## src/rtl/seg7_pkg.sv

```systemverilog
// Shared 7-segment definitions: active-low hex glyphs, blank anode word, capture types.
// Latency: n/a (constants, types and pure helper functions only).
// Backpressure: n/a.
package seg7_pkg;

    // Active-low segment patterns, bit order {g,f,e,d,c,b,a}
    localparam logic [6:0] SEG7_HEX_0 = 7'b1000000;
    localparam logic [6:0] SEG7_HEX_1 = 7'b1111001;
    localparam logic [6:0] SEG7_HEX_2 = 7'b0100100;
    localparam logic [6:0] SEG7_HEX_3 = 7'b0110000;
    localparam logic [6:0] SEG7_HEX_4 = 7'b0011001;
    localparam logic [6:0] SEG7_HEX_5 = 7'b0010010;
    localparam logic [6:0] SEG7_HEX_6 = 7'b0000010;
    localparam logic [6:0] SEG7_HEX_7 = 7'b1111000;
    localparam logic [6:0] SEG7_HEX_8 = 7'b0000000;
    localparam logic [6:0] SEG7_HEX_9 = 7'b0010000;
    localparam logic [6:0] SEG7_HEX_A = 7'b0001000;
    localparam logic [6:0] SEG7_HEX_B = 7'b0000011;
    localparam logic [6:0] SEG7_HEX_C = 7'b1000110;
    localparam logic [6:0] SEG7_HEX_D = 7'b0100001;
    localparam logic [6:0] SEG7_HEX_E = 7'b0000110;
    localparam logic [6:0] SEG7_HEX_F = 7'b0001110;

    localparam logic [7:0] AN_BLANK  = 8'hFF;
    localparam logic [6:0] SEG_BLANK = 7'h7F;

    typedef enum logic [1:0] {
        ST_IDLE,
        ST_WAIT_STABLE,
        ST_COMMIT,
        ST_HOLD
    } cap_state_t;

    // One registered snapshot of the display pins
    typedef struct packed {
        logic [7:0] an;
        logic [6:0] seg;
    } pins_t;

    // Number of anodes driven low (active)
    function automatic logic [3:0] an_low_count(input logic [7:0] an);
        logic [3:0] n;
        n = '0;
        for (int i = 0; i < 8; i++) begin
            n = n + {3'b000, ~an[i]};
        end
        return n;
    endfunction

    // Index of the highest low anode; only meaningful when exactly one is low
    function automatic logic [2:0] an_low_index(input logic [7:0] an);
        logic [2:0] idx;
        idx = '0;
        for (int i = 0; i < 8; i++) begin
            if (!an[i]) begin
                idx = 3'(i);
            end
        end
        return idx;
    endfunction

endpackage

```

## src/rtl/seg7_pattern_decoder.sv

```systemverilog
// Maps an active-low segment pattern back to its hex nibble; valid=0 for non-hex glyphs.
// Latency: combinational.
// Backpressure: none.
import seg7_pkg::*;

module seg7_pattern_decoder (
    input  logic [6:0] seg,
    output logic       valid,
    output logic [3:0] nibble
);

    // Exact inverse of the driver glyph table; anything else is illegal
    always_comb begin
        valid  = 1'b1;
        nibble = 4'h0;
        case (seg)
            SEG7_HEX_0: nibble = 4'h0;
            SEG7_HEX_1: nibble = 4'h1;
            SEG7_HEX_2: nibble = 4'h2;
            SEG7_HEX_3: nibble = 4'h3;
            SEG7_HEX_4: nibble = 4'h4;
            SEG7_HEX_5: nibble = 4'h5;
            SEG7_HEX_6: nibble = 4'h6;
            SEG7_HEX_7: nibble = 4'h7;
            SEG7_HEX_8: nibble = 4'h8;
            SEG7_HEX_9: nibble = 4'h9;
            SEG7_HEX_A: nibble = 4'hA;
            SEG7_HEX_B: nibble = 4'hB;
            SEG7_HEX_C: nibble = 4'hC;
            SEG7_HEX_D: nibble = 4'hD;
            SEG7_HEX_E: nibble = 4'hE;
            SEG7_HEX_F: nibble = 4'hF;
            default:    valid  = 1'b0;
        endcase
    end

endmodule

```

## src/rtl/seven_segment_capture.sv

```systemverilog
// Rebuilds the 32-bit displayed word from multiplexed active-low seg/an lines.
// Latency: pins stable from edge E0 commit on E0+STABLE_CYCLES+1; frame_valid on the completing commit.
// Backpressure: none; receive-only monitor, pins sampled every cycle.
import seg7_pkg::*;

module seven_segment_capture #(
    parameter int STABLE_CYCLES = 16,
    parameter int CNT_W         = 8
) (
    input  logic        clk,
    input  logic        rst,
    input  logic [6:0]  seg,
    input  logic [7:0]  an,
    output logic [31:0] number,
    output logic        frame_valid,
    output logic [7:0]  digit_seen,
    output logic        seg_error,
    output logic        an_error
);

    localparam logic [CNT_W-1:0] CNT_SAT  = CNT_W'(STABLE_CYCLES);
    localparam logic [CNT_W-1:0] CNT_LAST = CNT_W'(STABLE_CYCLES - 1);

    pins_t            pins_in;
    pins_t            smp;
    logic             change;
    logic [CNT_W-1:0] stab_cnt;
    cap_state_t       state;
    cap_state_t       state_nxt;

    logic             dec_vld;
    logic [3:0]       dec_nib;
    logic [3:0]       low_cnt;
    logic [2:0]       low_idx;

    logic             commit;
    logic             do_write;
    logic             set_seg_err;
    logic             set_an_err;
    logic [7:0]       seen_nxt;
    logic [31:0]      shadow;
    logic [31:0]      shadow_nxt;

    assign pins_in = '{an: an, seg: seg};

    // Change detect; an unknown compare falls to the else branch, so X never builds stability
    always_comb begin
        change = 1'b1;
        if (pins_in == smp) begin
            change = 1'b0;
        end
    end

    // Input register and saturating stability counter
    always_ff @(posedge clk) begin
        if (rst) begin
            smp      <= '{an: AN_BLANK, seg: SEG_BLANK};
            stab_cnt <= '0;
        end else begin
            smp <= pins_in;
            if (change) begin
                stab_cnt <= '0;
            end else if (stab_cnt != CNT_SAT) begin
                stab_cnt <= stab_cnt + CNT_W'(1);
            end
        end
    end

    // Dwell FSM state register
    always_ff @(posedge clk) begin
        if (rst) begin
            state <= ST_IDLE;
        end else begin
            state <= state_nxt;
        end
    end

    // Dwell FSM next state: one commit per dwell; a change right at commit re-arms immediately
    always_comb begin
        state_nxt = state;
        case (state)
            ST_IDLE:        if (change) state_nxt = ST_WAIT_STABLE;
            ST_WAIT_STABLE: if (!change && stab_cnt == CNT_LAST) state_nxt = ST_COMMIT;
            ST_COMMIT:      state_nxt = change ? ST_WAIT_STABLE : ST_HOLD;
            ST_HOLD:        if (change) state_nxt = ST_WAIT_STABLE;
            default:        state_nxt = ST_IDLE;
        endcase
    end

    seg7_pattern_decoder u_dec (
        .seg    (smp.seg),
        .valid  (dec_vld),
        .nibble (dec_nib)
    );

    assign low_cnt = an_low_count(smp.an);
    assign low_idx = an_low_index(smp.an);

    // FSM outputs: classify the held sample while in COMMIT and pre-merge the nibble
    always_comb begin
        commit      = (state == ST_COMMIT);
        do_write    = commit && (low_cnt == 4'd1) && dec_vld;
        set_seg_err = commit && (low_cnt == 4'd1) && !dec_vld;
        set_an_err  = commit && (low_cnt > 4'd1);
        seen_nxt    = digit_seen | (8'd1 << low_idx);
        shadow_nxt  = shadow;
        shadow_nxt[{low_idx, 2'b00} +: 4] = dec_nib;
    end

    // Shadow/frame assembly and sticky error flags
    always_ff @(posedge clk) begin
        if (rst) begin
            shadow      <= '0;
            number      <= '0;
            frame_valid <= 1'b0;
            digit_seen  <= '0;
            seg_error   <= 1'b0;
            an_error    <= 1'b0;
        end else begin
            frame_valid <= 1'b0;
            if (set_seg_err) begin
                seg_error <= 1'b1;
            end
            if (set_an_err) begin
                an_error <= 1'b1;
            end
            if (do_write) begin
                shadow <= shadow_nxt;
                if (seen_nxt == 8'hFF) begin
                    number      <= shadow_nxt;
                    frame_valid <= 1'b1;
                    digit_seen  <= '0;
                end else begin
                    digit_seen <= seen_nxt;
                end
            end
        end
    end

endmodule
```

## config.mk

```make
export PLATFORM = sky130hd
export DESIGN_NAME = seven_segment_capture
export DESIGN_NICKNAME = d
export VERILOG_FILES = /design/src/rtl/seg7_pkg.sv /design/src/rtl/seg7_pattern_decoder.sv /design/src/rtl/seven_segment_capture.sv
export SDC_FILE = /design/constraint.sdc
export NUM_CORES = 1
export LEC_CHECK = 0
export ABC_AREA = 0
export BUFFER_PORTS_ARGS = -buffer_cell sky130_fd_sc_hd__buf_2
export CAP_MARGIN = 20
export CORE_ASPECT_RATIO = 1.5
export CORE_UTILIZATION = 45
export CTS_CLUSTER_DIAMETER = 60
export CTS_CLUSTER_SIZE = 24
export DETAILED_ROUTE_END_ITERATION = 10
export PLACE_DENSITY_LB_ADDON = 0.08
export SETUP_SLACK_MARGIN = 0.1
export SLEW_MARGIN = 5
export SYNTH_ARGS = -nofsm -noshare
export SYNTH_HDL_FRONTEND = slang
export SYNTH_SLANG_ARGS = --single-unit
export TNS_END_PERCENT = 50
```

## constraint.sdc

```tcl
create_clock -name clk -period 5.6 [get_ports clk]
set_clock_uncertainty 0.15 [all_clocks]
set_input_delay 0.28 -clock clk [delete_from_list [all_inputs] [get_ports clk]]
set_output_delay 0.28 -clock clk [all_outputs]
set_load 0.01 [all_outputs]
```

==> Word-level counts from Yosys, hierarchy flattened <==
Cells that the tools add are included.
{ "word_totals": {"output_inout_bits": 43, "register_bits": 100, "word_cells": 89, "input_bits": 17} }
{ "classes": {"addsub": 9, "shifts": 3, "n_eq_ne": 25, "n_bitwise": 11, "magnitude_cmp": 1, "mux": 16, "reduce_logical": 14} }
{ "ops": {"columns": ["op", "count"], "rows": [
  ["$pmux W4 S15", 1],
  ["$bwmux W32", 1],
  ["$shift A4 B7 Y32 const A", 1],
  ["$shiftx A4 B7 Y32", 1],
  ["$eq A7 B7 Y1 const B", 4],
  ["$eq A7 B5 Y1 const B", 3],
  ["$eq A7 B6 Y1 const B", 3],
  ["$mux W3", 6],
  ["$add A4 B1 Y4", 4],
  ["$reduce_or A16 Y1", 1],
  ["$eq A15 B15 Y1", 1],
  ["$eq A7 B2 Y1 const B", 2],
  ["$eq A7 B4 Y1 const B", 2],
  ["$not A1 Y1", 10],
  ["$add A8 B1 Y8 const B", 1],
  ["$eq A8 B4 Y1 const B", 1],
  ["$eq A8 B8 Y1 const B", 1],
  ["$mux W8", 1],
  ["$ne A8 B5 Y1 const B", 1],
  ["$or A8 B8 Y8", 1],
  ["$shl A1 B3 Y8 const A", 1],
  ["$eq A7 B3 Y1 const B", 1],
  ["$logic_not A7 Y1", 1],
  ["$neg A5 Y7", 1],
  ["other kinds (16)", 29]
]} }

==> Logic depth before layout (Yosys ltp) <==
Gate-level depths: netlist of run 1.
{ "depth": {"word_depth": 13, "ltp_mapped": 14, "depth_no_buf": 12} }

==> Modules after synthesis <==
A second synthesis of run 1 with hierarchy kept.
{ "unflattened": {"hier_cells": 527, "hier_area_um2": 5235.0} }
{ "modules_own_cells": {"columns": ["module", "cells_each", "area_per_inst_um2", "instances", "seq_area_each_um2"], "rows": [
  ["seven_segment_capture", 471, 4870.9, 1, 2001.9],
  ["seg7_pattern_decoder", 56, 364.1, 1, 0.0]
]} }

==> Least setup slack after synthesis of run 1 <==
No wires, ideal clock.
{ "synth_timing": {"path_kind": "register to register", "from": "reg smp[9] (netlist name)", "to": "reg number[29]", "required_ns": 5.316, "stages_incl_launch_ff": 15, "path_slack_ns": 1.166, "period_less_slack_ns": 4.434, "arrival_time_ns": 4.150, "setup_ns": 0.134, "path_buffers": 2, "path_cell_list": "dfxtp_1 -> inv_1 -> fa_1 -> fa_1 -> fa_1 -> ha_1 -> fa_1 -> nor2_1 -> a21oi_1 -> or4bb_1 -> clkbuf_1 -> or4_1 -> nor2_2 -> buf_2 -> a211oi_1"} }
{ "synth_via": {"elab_chain_cells": 11, "word_cells_on_any_way": 24, "cone_classes": "7 x add/sub; 2 x eq/ne; 3 x shift; 7 x mux; 2 x bitwise; 3 x reduce/logical"} }
{ "synth_lines": {"columns": ["element", "line_no", "rtl"], "rows": [
  ["from (decl)", "seven_segment_capture.sv:25", "pins_t smp;"],
  ["from (signal assigned)", "seven_segment_capture.sv:57", "smp <= '{an: AN_BLANK, seg: SEG_BLANK};"],
  ["from (signal assigned)", "seven_segment_capture.sv:60", "smp <= pins_in;"],
  ["$not A1 Y1", "seg7_pkg.sv:45", "n = n + {3'b000, ~an[i]};"],
  ["$add A2 B1 Y3", "seg7_pkg.sv:45", null],
  ["$add A3 B1 Y4", "seg7_pkg.sv:45", null],
  ["$add A4 B1 Y4 (4 in series)", "seg7_pkg.sv:45", null],
  ["$eq A4 B1 Y1", "seven_segment_capture.sv:102", "do_write = commit && (low_cnt == 4'd1) && dec_vld;"],
  ["$logic_and A1 B1 Y1 (2 in series)", "seven_segment_capture.sv:102", null],
  ["$reduce_and A2 Y1 (no line)", null, null],
  ["to (signal assigned)", "seven_segment_capture.sv:130", "number <= shadow_nxt;"],
  ["to (decl)", "seven_segment_capture.sv:14", "output logic [31:0] number,"]
]} }
Several ways; a longest one is shown, not always the timed one.
A chain may end at the register's enable or synchronous reset.

==> Final worst setup path of run 1 <==
{ "layout_timing": {"from": "reg smp[9] (netlist name)", "to": "reg number[30]"} }
Same word-level chain as after synthesis.

==> tab_implementation.tex, run 1 <==
\begin{tabular}{lr}
\hline
Metric & Value \\
\hline
\multicolumn{2}{l}{\textbf{Outcome}} \\
\quad Result of the run & complete, no violations \\
\multicolumn{2}{l}{\textbf{STA}} \\
\quad Final setup viols & 0 \\
\quad Setup TNS after final layout & 0 ns \\
\quad Final worst-path setup slack & 0.723 ns \\
\quad Slew Limit Headroom & 48.4\% \\
\quad Post-route fraction of the period consumed by the critical path & 87.1\% \\
\quad Tightest Pin Transition & roughly 0.77 ns \\
\quad Pins over their slew limit & 0 \\
\quad Final min period & 4.88 ns \\
\quad Final-report hold violation count & 0 \\
\quad Maximum frequency from static timing analysis & 0.205 GHz \\
\quad Setup repair after global routing missed its margin & no \\
\multicolumn{2}{l}{\textbf{Pwr}} \\
\quad Comb pwr share & between 10\% and 20\% \\
\quad Cell Pwr Density & around 260 nW/um\^{}2 \\
\quad Peak supply drop & 0.146 mV \\
\quad Switching fraction of total power & between 20\% and 30\% \\
\quad Portion of total power attributed to the clock network & 41.8\% \\
\quad Internal Dissipation & 0.00114 W \\
\quad Leakage power of the design & 2.24 nW \\
\quad Power dissipated by switching net loads & roughly 0.00039 W \\
\quad Share of power burned in registers & a little under half \\
\multicolumn{2}{l}{\textbf{Die}} \\
\quad Floorplan core area & about 11000 um\^{}2 \\
\quad Height of the die & 131 um \\
\quad Initial core utilization & 46.6\% \\
\quad Overall die area & 11500 um\^{}2 \\
\quad Row count & 46 \\
\quad IO Pins & 60 \\
\quad Chip width & approximately 88 um \\
\multicolumn{2}{l}{\textbf{Clock tree}} \\
\quad CTS H-tree depth & 3 \\
\quad Number of buffers created by CTS & 9 \\
\quad Maximum clock path buffer count & 2 \\
\quad Clock slew seen by the registers of the worst setup and hold paths & 0.07 ns \\
\quad Clock tree from TritonCTS & built \\
\quad Sink Count & 100 \\
\quad Clock tree root driver cell & sky130\_fd\_sc\_hd\_\_clkbuf\_16 \\
\quad CTS resizes & 0 \\
\quad Clock latency on the worst-skew pair & 0.35 ns \\
\multicolumn{2}{l}{\textbf{Worst setup path}} \\
\quad Cell count of the worst reg-to-reg path & 13 \\
\quad Setup slack of the worst register-to-register path & 0.72 ns \\
\quad Slowest Stage Delay on Critical Path & 0.67 ns \\
\quad Cell Chain, Critical Path & inv\_1 > fa\_1 > fa\_1 > fa\_1 > ha\_1 > fa\_1 > nor2\_1 > a21oi\_1 > or4bb\_1 > a31oi\_4 > buf\_4 > a21oi\_1 > a211oi\_1 \\
\quad Startpoint of the worst setup timing path & smp[9] \\
\quad Startpoint class of the critical path & flip-flop \\
\quad Worst reg2reg startpoint & smp[9] \\
\quad Critical path peak fanout & 23 \\
\quad WP data required & 5.72 ns \\
\quad Critical path start-end classification & flip-flop to flip-flop \\
\quad Most common cell type on the critical path & sky130\_fd\_sc\_hd\_\_fa\_1 \\
\quad Slowest cell on the critical path & sky130\_fd\_sc\_hd\_\_or4bb\_1 \\
\quad Endpoint arrival time on the critical path & 4.99 ns \\
\quad Endpoint class of the critical path & flip-flop \\
\quad Crit Reg-Reg Endpoint & number[30] \\
\multicolumn{2}{l}{\textbf{Cells and area}} \\
\quad Layout cell share with drive strength beyond 1 & approximately 18\% \\
\quad Multi-input gate area & between 2000 and 3000 um\^{}2 \\
\quad Footprint of the flip-flops and latches & 2000 um\^{}2 \\
\quad Layout Nets & around 650 \\
\quad Fillers & 1036 \\
\quad Layout area overhead & 16.7\% \\
\quad Count of inserted antenna diode cells & 0 \\
\multicolumn{2}{l}{\textbf{Hold path}} \\
\quad Number of stages on the worst hold path & 2 \\
\quad Worst hold path type & input port to flip-flop \\
\quad Hold Crit Endpoint & smp[13] \\
\quad Startpoint of the worst hold path & an[6] \\
\multicolumn{2}{l}{\textbf{Global routing}} \\
\quad GRT Overall Usage & about a quarter \\
\quad Vias in the first global route & 4269 \\
\quad Initial antenna violation count & 0 \\
\quad Global-route wire length before repair & 21100 um \\
\quad Aggregate global routing overflow & 0 \\
\quad Largest net degree at the start of global routing & 58 \\
\multicolumn{2}{l}{\textbf{Place}} \\
\quad Port buffer count & 59 \\
\quad Post-Place Setup Slack & 0.708 ns \\
\quad Routability-driven placement congestion ratio & around 0.89 \\
\quad HPWL after DPL & between 9000 and 10000 um \\
\multicolumn{2}{l}{\textbf{Synth}} \\
\quad Number of enable flip-flop cells after synthesis & 0 \\
\quad Netlist cell types & 60 \\
\quad Total of flip-flops plus latches after synthesis & 100 \\
\quad Post-synth net total & 600 \\
\quad Sequential-to-total area share from yosys stat & 40.1\% \\
\quad Dominant synthesized flop cell & sky130\_fd\_sc\_hd\_\_dfxtp\_1 \\
\quad Area of the mapped netlist & 4990 um\^{}2 \\
\quad Yosys warning count & 0 \\
\quad Fraction of registers with async set or reset after synthesis & 0\% \\
\quad Number of standard cells after synthesis & around 570 \\
\quad Synthesized area divided by synthesized cell count & between 8 and 9 um\^{}2 \\
\multicolumn{2}{l}{\textbf{Route}} \\
\quad First DRT Iteration DRCs & 162 \\
\quad Remaining number of nets flagged by the antenna check after routing & 0 \\
\quad Average wire per standard cell & roughly 17 um \\
\quad Total number of vias & 4383 \\
\quad Post-detailed-route via-to-cell ratio & 5.71 \\
\quad Number of detailed-route iterations in the first pass & 4 \\
\quad Final routed wirelength across all metal layers & 12900 um \\
\quad Post-route DRC & 0 \\
\multicolumn{2}{l}{\textbf{Run}} \\
\quad \# Max-Cap Violations & 0 \\
\hline
\end{tabular}
[metal layers]
| layer | wire length (um) | vias to the layer above | track usage, % |
|---|---|---|---|
| met4 | 597 | 0 | 14.4 |
| met5 | 0 | - | 0 |
| li1 | - | 2199 | - |
| met1 | 5340 | 2047 | 27.6 |
| met2 | 6470 | 99 | 40.8 |
| met3 | 467 | 38 | 4.59 |
[cells in the mapped netlist (4+ instances only)]
cell                        number  share of area, %
sky130_fd_sc_hd__a211oi_1       24               3.6
sky130_fd_sc_hd__or4_1           4              0.60
sky130_fd_sc_hd__nor3_1         31               3.1
sky130_fd_sc_hd__xnor2_1         9               1.6
sky130_fd_sc_hd__o21ai_0        22               2.2
sky130_fd_sc_hd__ha_1           14               3.5
sky130_fd_sc_hd__dfxtp_1       100                40
sky130_fd_sc_hd__nand4_1         7              0.88
sky130_fd_sc_hd__a22oi_1         8               1.2
sky130_fd_sc_hd__or2_2          16               2.0
sky130_fd_sc_hd__a31oi_1        11               1.4
sky130_fd_sc_hd__mux2i_1        15               3.0
sky130_fd_sc_hd__xor2_1         16               2.8
sky130_fd_sc_hd__nor4bb_1        4              0.80
sky130_fd_sc_hd__nor4b_1         5              0.88
sky130_fd_sc_hd__clkbuf_1       24               1.8
sky130_fd_sc_hd__buf_2          11               1.1
sky130_fd_sc_hd__and3_1          8               1.0
sky130_fd_sc_hd__o2111ai_1      10               1.8
sky130_fd_sc_hd__nand3_1        12               1.2
sky130_fd_sc_hd__a22o_1         17               3.0
sky130_fd_sc_hd__fa_1            4               1.6
sky130_fd_sc_hd__nor2b_1         4              0.50
sky130_fd_sc_hd__nor4_1          7              0.88
sky130_fd_sc_hd__nand2_1        38               2.9
sky130_fd_sc_hd__a21oi_1        54               5.4
sky130_fd_sc_hd__or3_1           5              0.63
sky130_fd_sc_hd__inv_1          18               1.4
sky130_fd_sc_hd__nor2_1         27               2.0
[metrics by stage]
stage / std cells / power (W) / hold slack (ns) / util, % / instance area [um^2]
floorplan: 565 / 0.000860 / 0.237 / - / 4990
global placement: 740 / 0.000900 / 0.286 / 50.4 / 5390
detailed placement: 740 / 0.000904 / 0.290 / 50.4 / 5390
CTS: 768 / 0.00155 / 0.000946 / 54.4 / 5820
global route: 768 / 0.00161 / 0.00613 / 54.4 / 5820
finish: 768 / 0.00154 / 0.00191 / 54.4 / 5820
[what timing repair did]
item | in CTS | in global routing
hold buffers | 12 | 0
hold endpoints to repair | 12 | 0
buffers inserted | 0 | 0
[worst max path at each step]
stage,end,slack [ns],cells past startpoint
after floorplan,number[29],1.17,14
after detailed placement,digit_seen[7],0.71,13
after global placement,digit_seen[0],0.83,13
after global routing,number[8],0.38,13
after CTS,digit_seen[7],0.71,13
final,number[30],0.72,13
[critical path: cells and delay by family (launching register included)]
family	cells	cell delay, ns
AOI/OAI and AO/OA	4	0.99
adders and majority gates	5	2.04
buffers and inverters	2	0.45
DFF	1	0.38
and+or+nand+nor	2	0.77
[placed cells by master, fill, tap and decap left out, drive strengths merged, types with 17 or more instances in the layout]
master    n
nor3     31
buf      69
a21oi    54
a211oi   25
o21ai    24
nor2     28
dfxtp   100
inv      19
nand2    38
a22o     17
[power by group through the flow]
| stage | Sequential (W) | Combinational, W | Clock, W |
|---|---|---|---|
| 3_5_place_dp | 0.000752 | 0.000152 | 0 |
| 4_1_cts | 0.000735 | 0.000160 | 0.000656 |
| 6_report | 0.000736 | 0.000160 | 0.000642 |
| 3_3_place_gp | 0.000751 | 0.000148 | 0 |
| 2_1_floorplan | 0.000743 | 0.000118 | 0 |
| 5_1_grt | 0.000738 | 0.000179 | 0.000692 |
[kinds of logic (layout without fill, tap and decap cells)]
| kind of cell | after synthesis | after routing | synth area share, % |
|---|---|---|---|
| AND/OR/NAND/NOR | 186 | 186 | 20.5 |
| AO/OA/AOI/OAI | 165 | 165 | 22.3 |
| flip-flops | 100 | 100 | 40.1 |
| buffers and inverters | 56 | 115 | 4.66 |
| XOR/XNOR | 25 | 25 | 4.39 |
| adder cells (fa/ha/maj) | 18 | 18 | 5.11 |
| multiplexers | 15 | 15 | 3.01 |
[layout make-up]
type / instances / share of cell area, %
multi-input combinational: 409 / 47.6
clock inverter: 6 / 1.27
tap: 144 / 3.09
clock buffer: 10 / 4.10
inverter: 18 / 1.16
timing repair buffer: 81 / 8.42
sequential: 100 / 34.4
[sequential cells by signal, summed over array words and instances (netlist names)]
register,cells
number,32
shadow,32
smp,15
digit_seen,8
stab_cnt,8
state,2
an_error,1
frame_valid,1
seg_error,1
(Power assumes the default switching activity.)
==> inputs of run 2 (changes only) <==
Settings changed: CELL_PAD_IN_SITES_DETAIL_PLACEMENT set to 1, CELL_PAD_IN_SITES_GLOBAL_PLACEMENT set to 2, CORE_UTILIZATION 45 to 36.
==> tab_implementation.tex, run 2 (synthesis gave the netlist of run 1 again) <==
\begin{tabular}{lr}
\hline
Metric & Value \\
\hline
\multicolumn{2}{l}{\textbf{Outcome}} \\
\quad Result of the run & finished, violations left (was complete, no violations) \\
\quad Failing checks & DRC \\
\multicolumn{2}{l}{\textbf{Worst setup path}} \\
\quad Setup slack of the worst register-to-register path & 0.68 ns (was 0.72 ns) \\
\quad Startpoint class of the critical path & flip-flop (unchanged) \\
\quad Slowest cell on the critical path & sky130\_fd\_sc\_hd\_\_or4bb\_1 (unchanged) \\
\quad Critical path peak fanout & 9 (was 23) \\
\quad WP data required & 5.65 ns (was 5.72 ns) \\
\quad Slowest Stage Delay on Critical Path & 0.68 ns (was 0.67 ns) \\
\quad Most common cell type on the critical path & sky130\_fd\_sc\_hd\_\_fa\_1 (unchanged) \\
\quad Cell Chain, Critical Path & inv\_1 > fa\_1 > fa\_1 > fa\_1 > ha\_1 > fa\_1 > nor2\_1 > a21oi\_1 > or4bb\_1 > or4\_1 > nor2\_2 > buf\_4 > nor3\_1 (was inv\_1 > fa\_1 > fa\_1 > fa\_1 > ha\_1 > fa\_1 > nor2\_1 > a21oi\_1 > or4bb\_1 > a31oi\_4 > buf\_4 > a21oi\_1 > a211oi\_1) \\
\quad Endpoint class of the critical path & flip-flop (unchanged) \\
\quad Critical path start-end classification & flip-flop to flip-flop (unchanged) \\
\quad Endpoint arrival time on the critical path & 4.97 ns (was 4.99 ns) \\
\multicolumn{2}{l}{\textbf{Clock tree}} \\
\quad Number of buffers created by CTS & 9 (unchanged) \\
\quad Maximum clock path buffer count & 2 (unchanged) \\
\quad CTS H-tree depth & 3 (unchanged) \\
\quad Number of post-CTS setup repair buffers & 0 (unchanged) \\
\quad Clock tree from TritonCTS & built (unchanged) \\
\quad Clock slew seen by the registers of the worst setup and hold paths & 0.07 ns (about the same) \\
\quad CTS resizes & 0 (unchanged) \\
\quad Hold buffers post-CTS & 13 (was 12) \\
\quad Sink Count & 100 (unchanged) \\
\quad Clock tree root driver cell & sky130\_fd\_sc\_hd\_\_clkbuf\_16 (unchanged) \\
\quad Clock latency on the worst-skew pair & 0.35 ns (about the same) \\
\multicolumn{2}{l}{\textbf{Pwr}} \\
\quad Leakage power of the design & 2.24 nW (about the same) \\
\quad Cell Pwr Density & 259 nW/um\^{}2 (was 264 nW/um\^{}2) \\
\quad Peak supply drop & 0.126 mV (was 0.146 mV) \\
\multicolumn{2}{l}{\textbf{STA}} \\
\quad Final min period & 4.92 ns (was 4.88 ns) \\
\quad Setup TNS after final layout & 0 ns (unchanged) \\
\quad Setup repair after global routing missed its margin & no (unchanged) \\
\quad Final hold slack & 0.00502 ns (was 0.00191 ns) \\
\quad Final setup viols & 0 (unchanged) \\
\quad Post-route fraction of the period consumed by the critical path & 87.9\% (was 87.1\%) \\
\quad Pins over their slew limit & 0 (unchanged) \\
\quad Slew Limit Headroom & 39.2\% (was 48.4\%) \\
\quad Final-report hold violation count & 0 (unchanged) \\
\quad Tightest Pin Transition & 0.907 ns (was 0.769 ns) \\
\quad Maximum frequency from static timing analysis & 0.203 GHz (was 0.205 GHz) \\
\multicolumn{2}{l}{\textbf{Die}} \\
\quad Height of the die & 146 um (was 131 um) \\
\quad Row count & 52 (was 46) \\
\quad Chip width & 98.1 um (was 88.0 um) \\
\quad IO Pins & 60 (unchanged) \\
\quad Initial core utilization & 36.9\% (was 46.6\%) \\
\quad Floorplan core area & 13500 um\^{}2 (was 10700 um\^{}2) \\
\quad Overall die area & 14300 um\^{}2 (was 11500 um\^{}2) \\
\multicolumn{2}{l}{\textbf{Place}} \\
\quad Routability-driven placement congestion ratio & 0.783 (was 0.892) \\
\quad Port buffer count & 59 (unchanged) \\
\quad HPWL after DPL & 11200 um (was 9470 um) \\
\multicolumn{2}{l}{\textbf{Cells and area}} \\
\quad Layout cell share with drive strength beyond 1 & 17.7\% (was 17.6\%) \\
\quad Fillers & 1573 (was 1036) \\
\quad Footprint of the flip-flops and latches & 2000 um\^{}2 (unchanged) \\
\quad Count of inserted antenna diode cells & 0 (unchanged) \\
\quad Layout area overhead & 17.1\% (was 16.7\%) \\
\quad Top library cells by usage in the layout, fill and taps aside & 100 x sky130\_fd\_sc\_hd\_\_dfxtp\_1, 59 x sky130\_fd\_sc\_hd\_\_buf\_2, 54 x sky130\_fd\_sc\_hd\_\_a21oi\_1 (unchanged) \\
\quad Multi-input gate area & 2770 um\^{}2 (unchanged) \\
\quad Largest registers & number x32, shadow x32, smp x15 (unchanged) \\
\quad Layout Nets & 657 (was 654) \\
\quad Leading cell type in the layout, fill and taps excluded & sky130\_fd\_sc\_hd\_\_dfxtp\_1 (unchanged) \\
\multicolumn{2}{l}{\textbf{Global routing}} \\
\quad GRT Overall Usage & 21.9\% (was 24.0\%) \\
\quad Global-route wire length before repair & 24800 um (was 21100 um) \\
\quad Aggregate global routing overflow & 0 (unchanged) \\
\quad Vias in the first global route & 4769 (was 4269) \\
\quad Largest net degree at the start of global routing & 41 (was 58) \\
\quad Initial antenna violation count & 0 (unchanged) \\
\multicolumn{2}{l}{\textbf{Route}} \\
\quad Post-detailed-route via-to-cell ratio & 5.71 (about the same) \\
\quad First DRT Iteration DRCs & 138 (was 162) \\
\quad Average wire per standard cell & 19.3 um (was 16.8 um) \\
\quad Remaining number of nets flagged by the antenna check after routing & 0 (unchanged) \\
\quad Number of detailed-route iterations in the first pass & 9 (was 4) \\
\quad Total number of vias & 4505 (was 4383) \\
\quad Post-route DRC & 1 (was 0) \\
\quad Final routed wirelength across all metal layers & 15200 um (was 12900 um) \\
\multicolumn{2}{l}{\textbf{Run}} \\
\quad \# Max-Cap Violations & 0 (unchanged) \\
\multicolumn{2}{l}{\textbf{Hold path}} \\
\quad Worst hold path type & input port to flip-flop (unchanged) \\
\hline
\end{tabular}
[run 2: per-layer routing]
layer	global-route usage [%]	vias to the layer above	wire, um
met3	2.39	18	365
met4	7.76	0	302
li1	-	2199	-
met1	23.8	2216	6210
met2	42.9	72	8340
met5	0	-	0
[run 2: per-stage QoR]
step / cells / util [%] / total power [W] / cell area, um^2 / setup WS, ns
after detailed placement: 760 / 40.1 / 0.000911 / 5430 / 0.684
after CTS: 789 / 43.2 / 0.00154 / 5850 / 0.672
final: 789 / 43.2 / 0.00152 / 5850 / 0.679
after global routing: 789 / 43.2 / 0.00158 / 5850 / 0.504
after floorplan: 565 / - / 0.000860 / 4990 / 1.17
after global placement: 760 / 40.1 / 0.000905 / 5430 / 0.850
[run 2: cell type report]
cell class	instances	share of cell area [%]
inverter	18	1.16
clock inverter	5	0.771
tap	162	3.47
sequential	100	34.2
timing repair buffer	84	8.82
clock buffer	11	4.15
multi-input combinational	409	47.4
[run 2: critical path: cells and delay by family (launching register included)]
family | cells | cell delay (ns)
buffers and inverters | 2 | 0.34
and+or+nand+nor | 5 | 1.77
DFF | 1 | 0.41
adders and majority gates | 5 | 2.04
AOI/OAI and AO/OA | 1 | 0.06
[run 2: final timing paths]
kind	startpoint	to	cells past startpoint
max	smp[9]	digit_seen[0]	13
min	seg[0]	smp[0]	2
max reg2reg	smp[9]	digit_seen[0]	13
min reg2reg	an_error	an_error	2
[run 2: report_power, final]
group,internal [W],leakage [nW],switching (W)
combinational,0.0000610,1.29,0.000105
clock,0.000321,0.138,0.000293
sequential,0.000719,0.810,0.0000171
